--- config.mk ---
export PLATFORM = sky130hd
export DESIGN_NAME = fetch_stage
export DESIGN_NICKNAME = d
export VERILOG_FILES = /design/src/rtl/cpu_types_pkg.sv /design/src/rtl/if_id_latch.sv /design/src/rtl/fetch_stage.sv
export SDC_FILE = /design/constraint.sdc
export NUM_CORES = 1
export LEC_CHECK = 0
export CAP_MARGIN = 20
export CORE_MARGIN = 3
export CORE_UTILIZATION = 35
export CTS_CLUSTER_DIAMETER = 60
export CTS_CLUSTER_SIZE = 12
export DETAILED_ROUTE_END_ITERATION = 6
export PLACE_DENSITY = 0.65
export SYNTH_ARGS = -nofsm -noshare
export SYNTH_HDL_FRONTEND = slang
export SYNTH_SLANG_ARGS = --single-unit
--- constraint.sdc ---
create_clock -name CLK -period 6.11 [get_ports CLK]
set_clock_uncertainty 0.2 [all_clocks]
set_input_delay 1.222 -clock CLK [delete_from_list [all_inputs] [get_ports CLK]]
set_output_delay 1.222 -clock CLK [all_outputs]
set_load 0.01 [all_outputs]
--- src/rtl/cpu_types_pkg.sv ---
// Shared CPU types: machine word, fetch FSM states and IF/ID latch operations.
package cpu_types_pkg;
    typedef logic [31:0] word_t;

    typedef enum logic {RUN, REDIR_PEND} fetch_state_t;

    typedef enum logic [1:0] {IFID_HOLD, IFID_LOAD, IFID_BUBBLE} ifid_op_t;

    localparam word_t NOP_INSTR = '0;
endpackage

--- src/rtl/if_id_latch.sv ---
// IF/ID pipeline register: load a fetched word, hold it, or replace it with a bubble.
module if_id_latch
    import cpu_types_pkg::*;
#(
    parameter int WORD_W = 32
) (
    input  logic              CLK,
    input  logic              RST,
    input  logic [1:0]        i_op,
    input  logic [WORD_W-1:0] i_instr,
    input  logic [WORD_W-1:0] i_pc,
    input  logic [WORD_W-1:0] i_pcplus4,
    output logic [WORD_W-1:0] o_instr,
    output logic [WORD_W-1:0] o_pc,
    output logic [WORD_W-1:0] o_pcplus4,
    output logic              o_valid
);
    logic [WORD_W-1:0] r_instr;
    logic [WORD_W-1:0] r_pc;
    logic [WORD_W-1:0] r_pcplus4;
    logic              r_valid;

    always_ff @(posedge CLK or posedge RST) begin
        if (RST) begin
            r_instr   <= NOP_INSTR;
            r_pc      <= '0;
            r_pcplus4 <= '0;
            r_valid   <= 1'b0;
        end else begin
            case (i_op)
                IFID_LOAD: begin
                    r_instr   <= i_instr;
                    r_pc      <= i_pc;
                    r_pcplus4 <= i_pcplus4;
                    r_valid   <= 1'b1;
                end
                IFID_BUBBLE: begin
                    r_instr   <= NOP_INSTR;
                    r_pc      <= '0;
                    r_pcplus4 <= '0;
                    r_valid   <= 1'b0;
                end
                default: ;
            endcase
        end
    end

    assign o_instr   = r_instr;
    assign o_pc      = r_pc;
    assign o_pcplus4 = r_pcplus4;
    assign o_valid   = r_valid;
endmodule

--- src/rtl/fetch_stage.sv ---
// Fetch front end: PC, pending-redirect target and FSM, driving imem and the IF/ID latch.
module fetch_stage
    import cpu_types_pkg::*;
#(
    parameter logic [31:0] PC_INIT = 32'h0,
    parameter int          WORD_W  = 32
) (
    input  logic              CLK,
    input  logic              RST,
    input  logic              ihit,
    input  logic [WORD_W-1:0] imemload,
    output logic              iREN,
    output logic [WORD_W-1:0] imemaddr,
    input  logic              PC_write,
    input  logic              IFID_write,
    input  logic              flush,
    input  logic              hazard_detected,
    input  logic [WORD_W-1:0] redirect_pc,
    input  logic              halt_wb,
    output logic [WORD_W-1:0] imemload_id,
    output logic [WORD_W-1:0] pc_id,
    output logic [WORD_W-1:0] pcplus4_id,
    output logic              valid_id
);
    fetch_state_t      r_state, w_state_nxt;
    logic [WORD_W-1:0] r_pc, w_pc_nxt;
    logic [WORD_W-1:0] r_tgt, w_tgt_nxt;
    logic              r_halted, w_halted_nxt;
    logic [1:0]        w_ifid_op;
    logic [WORD_W-1:0] w_pcplus4;
    logic [WORD_W-1:0] w_redir;

    assign w_pcplus4 = r_pc + WORD_W'(4);
    assign w_redir   = redirect_pc & ~WORD_W'(3);

    always_comb begin
        w_state_nxt  = r_state;
        w_pc_nxt     = r_pc;
        w_tgt_nxt    = r_tgt;
        w_halted_nxt = r_halted;
        w_ifid_op    = IFID_HOLD;

        if (r_halted) begin
            w_ifid_op = IFID_HOLD;
        end else if (halt_wb) begin
            w_halted_nxt = 1'b1;
            w_ifid_op    = IFID_BUBBLE;
        end else if (r_state == REDIR_PEND) begin
            // The word returning now belongs to the abandoned path.
            w_ifid_op = IFID_BUBBLE;
            if (flush) w_tgt_nxt = w_redir;
            if (ihit) begin
                w_pc_nxt    = flush ? w_redir : r_tgt;
                w_state_nxt = RUN;
            end
        end else if (flush) begin
            w_ifid_op = IFID_BUBBLE;
            if (ihit) begin
                w_pc_nxt = w_redir;
            end else begin
                w_tgt_nxt   = w_redir;
                w_state_nxt = REDIR_PEND;
            end
        end else if (hazard_detected) begin
            w_ifid_op = IFID_HOLD;
        end else if (IFID_write) begin
            w_ifid_op = ihit ? IFID_LOAD : IFID_BUBBLE;
            if (ihit && PC_write) w_pc_nxt = w_pcplus4;
        end
    end

    always_ff @(posedge CLK or posedge RST) begin
        if (RST) begin
            r_state  <= RUN;
            r_pc     <= PC_INIT;
            r_tgt    <= '0;
            r_halted <= 1'b0;
        end else begin
            r_state  <= w_state_nxt;
            r_pc     <= w_pc_nxt;
            r_tgt    <= w_tgt_nxt;
            r_halted <= w_halted_nxt;
        end
    end

    assign iREN     = ~r_halted;
    assign imemaddr = r_pc;

    if_id_latch #(.WORD_W(WORD_W)) u_if_id (
        .CLK      (CLK),
        .RST      (RST),
        .i_op     (w_ifid_op),
        .i_instr  (imemload),
        .i_pc     (r_pc),
        .i_pcplus4(w_pcplus4),
        .o_instr  (imemload_id),
        .o_pc     (pc_id),
        .o_pcplus4(pcplus4_id),
        .o_valid  (valid_id)
    );
endmodule

==> flow_summary.json <==
{
  "synthFlopType": "dfrtp_1",
  "final_core_util": 0.502,
  "worstRegToRegCells": 7,
  "crit_path_cell_trace": "clkdlybuf4s50_1 > or2_2 > a211oi_1 > nor2_1 > ha_1 > nor2_2 > buf_4 > a22o_1",
  "crit_type": "in -> reg",
  "syn_area_per_cell_um2": 10.4,
  "place_inst": 1146,
  "worst_pin_slew_ns": 0.894,
  "diodes": 0,
  "post-route-period-util": 0.704,
  "drt-total-wl_um": 22400,
  "arrival_ns": 4.40,
  "netlist_top_cells_area": "dfrtp_1, a22o_1, mux2_2",
  "core-area_um2": 20600,
  "hold_path_end": "u_if_id.o_pcplus4[20]",
  "syn_area_um2": 7490,
  "hold_class": "reg -> reg",
  "yosysMostFrequentCell": "dfrtp_1",
  "rsz0062_at_grt": "false",
  "slowest_delay_ns": 0.90,
  "synth_nets": 795,
  "overflow": 0,
  "layout_min_cycle_time_ns": 4.30,
  "htree_num_levels": 4,
  "n_fill_cell": 1871,
  "slew_violations": 0,
  "firstDrtPassIters": 5,
  "cts_tree": "yes",
  "die-width_um": 152,
  "antenna_found_initial": 0,
  "start_util": 0.363,
  "via_count": 6175,
  "yosys-top-cells-count": "dfrtp_1, nand2_1, o21ai_0, clkbuf_1, a22o_1",
  "synth_largest_area_cell": "dfrtp_1",
  "routabilityCongestion": 0.828,
  "dpl_cell_area_um2": 9720,
  "grtUsageTotal": 0.190,
  "seq_power_share": 0.432,
  "total_power_mw": 2.94,
  "cts.path.max_buffers": 2,
  "drive_above_1_share": 0.0980,
  "hold_viol": 0,
  "clockRootBuffer": "clkbuf_16",
  "area_growth_pct": 38.4,
  "power.internal_mw": 2.16,
  "worst_ir_drop_vdd_mv": 0.156,
  "post_cts_resized": 0,
  "ant_nets": 0,
  "fp-row-count": 52,
  "first_iter_violations": 448,
  "yosys_warnings": 0,
  "ioPinCount": 202,
  "crit_buf_inv": 2,
  "clkTransAtPathRegs_ns": 0.06,
  "drt_drc_violations_left": 0,
  "worstPathRequired_ns": 6.20,
  "cts_buffers": 17,
  "ys_async_sr_fraction": 1.00,
  "port_buffers": 199,
  "r2r_setup_slack_ns": 2.98,
  "clock_sinks": 161,
  "r2r_start": "r_state",
  "setup-violations-final": 0,
  "finalNetCount": 970,
  "max_slew_margin": 0.399,
  "p_leak_nw": 4.38,
  "hpwl_um": 16300,
  "hold_ws_ns": 0.283,
  "grt_max_degree": 87,
  "setup_ws_ns": 1.81,
  "critPathMaxFanout": 41,
  "clk_latency_ns": 0.41,
  "max_freq_mhz": 232,
  "wire_per_inst_um": 19.0,
  "synth-edff-count": 0,
  "postCtsSetupRepairBufs": 0,
  "vias_per_cell": 5.24,
  "tns_ns": 0,
  "comb_power_share": 0.172,
  "yosysUniqueCellTypes": 52,
  "cap_violations": 0,
  "grt_pass1_wl_um": 35400,
  "instances_no_fill": 1178,
  "switchingPower_uw": 777,
  "status": "finished, final reports clean",
  "p_clk_frac": 0.396,
  "worstHoldStart": "u_if_id.o_pcplus4[20]",
  "syn_inst": 720,
  "stdcell_area_um2": 10400,
  "critical-path-top-delay-family": "buffers and inverters",
  "whs_path_depth": 2,
  "ys_seq_elements": 161,
  "post-place-ws_ns": 1.40,
  "end_kind": "register",
  "slowest_stage": "clkdlybuf4s50_1",
  "p_sw_frac": 0.264,
  "yosys.area.top_type_share": 0.538,
  "seq_area_frac_synth": 0.538,
  "grt_pass1_vias": 5875,
  "hold_buffers": 0,
  "worstReg2RegEnd": "u_if_id.o_instr[29]",
  "die_area_um2": 23200,
  "dieHeight_um": 152,
  "startpoint_type": "primary input",
  "power_density_nw_per_um2": 284
}
-- cells by family after synthesis --
family | synth area share
AND/OR/NAND/NOR | 0.141
XOR/XNOR | 0.0328
flip-flops | 0.538
multiplexers | 0.0491
adder cells (fa/ha/maj) | 0.00501
buffers and inverters | 0.0373
AO/OA/AOI/OAI | 0.197
-- worst max path at each step --
stage	startpoint	to	slack (ns)	cells after the start
finish	flush	u_if_id.o_instr[29]	1.81	8
global route	flush	u_if_id.o_instr[29]	1.59	8
CTS	flush	u_if_id.o_instr[29]	1.84	8
detailed placement	flush	u_if_id.o_instr[29]	1.40	8
global placement	flush	u_if_id.o_instr[30]	0.92	7
floorplan	RST	imemaddr[0]	0.34	1
-- tightest hold or removal path: cells and delay by family (launching register included) --
| kind | cells | cell delay, ns |
|---|---|---|
| AOI/OAI and AO/OA | 1 | 0.05 |
| and+or+nand+nor | 1 | 0.06 |
| DFF | 1 | 0.34 |
-- cells in the final DEF (no fill, tap or decap), types with 3 or more instances in the layout --
cell / n
a211oi_1: 5
a21o_1: 5
a21oi_1: 30
a221o_1: 8
a221oi_1: 9
a22o_1: 46
a2bb2oi_1: 3
a31oi_1: 3
and2_1: 3
and3_1: 9
buf_4: 15
bufinv_16: 4
clkbuf_16: 17
clkdlybuf4s50_1: 199
clkinvlp_4: 3
dfrtp_1: 161
inv_1: 11
inv_6: 5
mux2_2: 30
mux2i_1: 3
nand2_1: 87
nand2b_1: 33
nand3_1: 13
nand4_1: 8
nor2_1: 28
nor3_1: 11
nor4_2: 3
o211ai_1: 3
o21a_1: 4
o21ai_0: 56
o2bb2ai_1: 4
o31ai_1: 29
xnor2_1: 17
xor2_1: 11
-- cell type report --
| cell class | count | area [um^2] | share of cell area |
|---|---|---|---|
| Clock buffer | 18 | 439 | 0.0424 |
| Sequential cell | 161 | 4030 | 0.389 |
| Multi-Input combinational cell | 488 | 3190 | 0.308 |
| Clock inverter | 14 | 203 | 0.0196 |
| Inverter | 13 | 53.8 | 0.00519 |
| Timing Repair Buffer | 214 | 2100 | 0.203 |
| Tap cell | 270 | 338 | 0.0326 |
-- power groups by stage --
stage / logic, mW / clock network, mW / registers (mW)
2_1_floorplan: 0.190 / 0 / 1.30
3_3_place_gp: 0.506 / 0 / 1.28
3_5_place_dp: 0.514 / 0 / 1.29
4_1_cts: 0.515 / 1.18 / 1.27
5_1_grt: 0.548 / 1.23 / 1.29
6_report: 0.506 / 1.16 / 1.27
-- sequential cells by signal, indices dropped and copies added, names as in the netlist --
signal             count
u_if_id.o_pcplus4     32
imemaddr              32
u_if_id.o_instr       32
r_halted               1
r_state                1
u_if_id.o_valid        1
u_if_id.o_pc          30
r_tgt                 32
-- routing by layer --
metal | up-vias | part of all wire | GRT usage
li1 | 2944 | - | -
met1 | 3064 | 0.49 | 0.283
met2 | 157 | 0.46 | 0.294
met3 | 10 | 0.035 | 0.0281
met4 | 0 | 0.0090 | 0.0415
met5 | - | 0 | 0
Power figures use the tool's default switching activity.
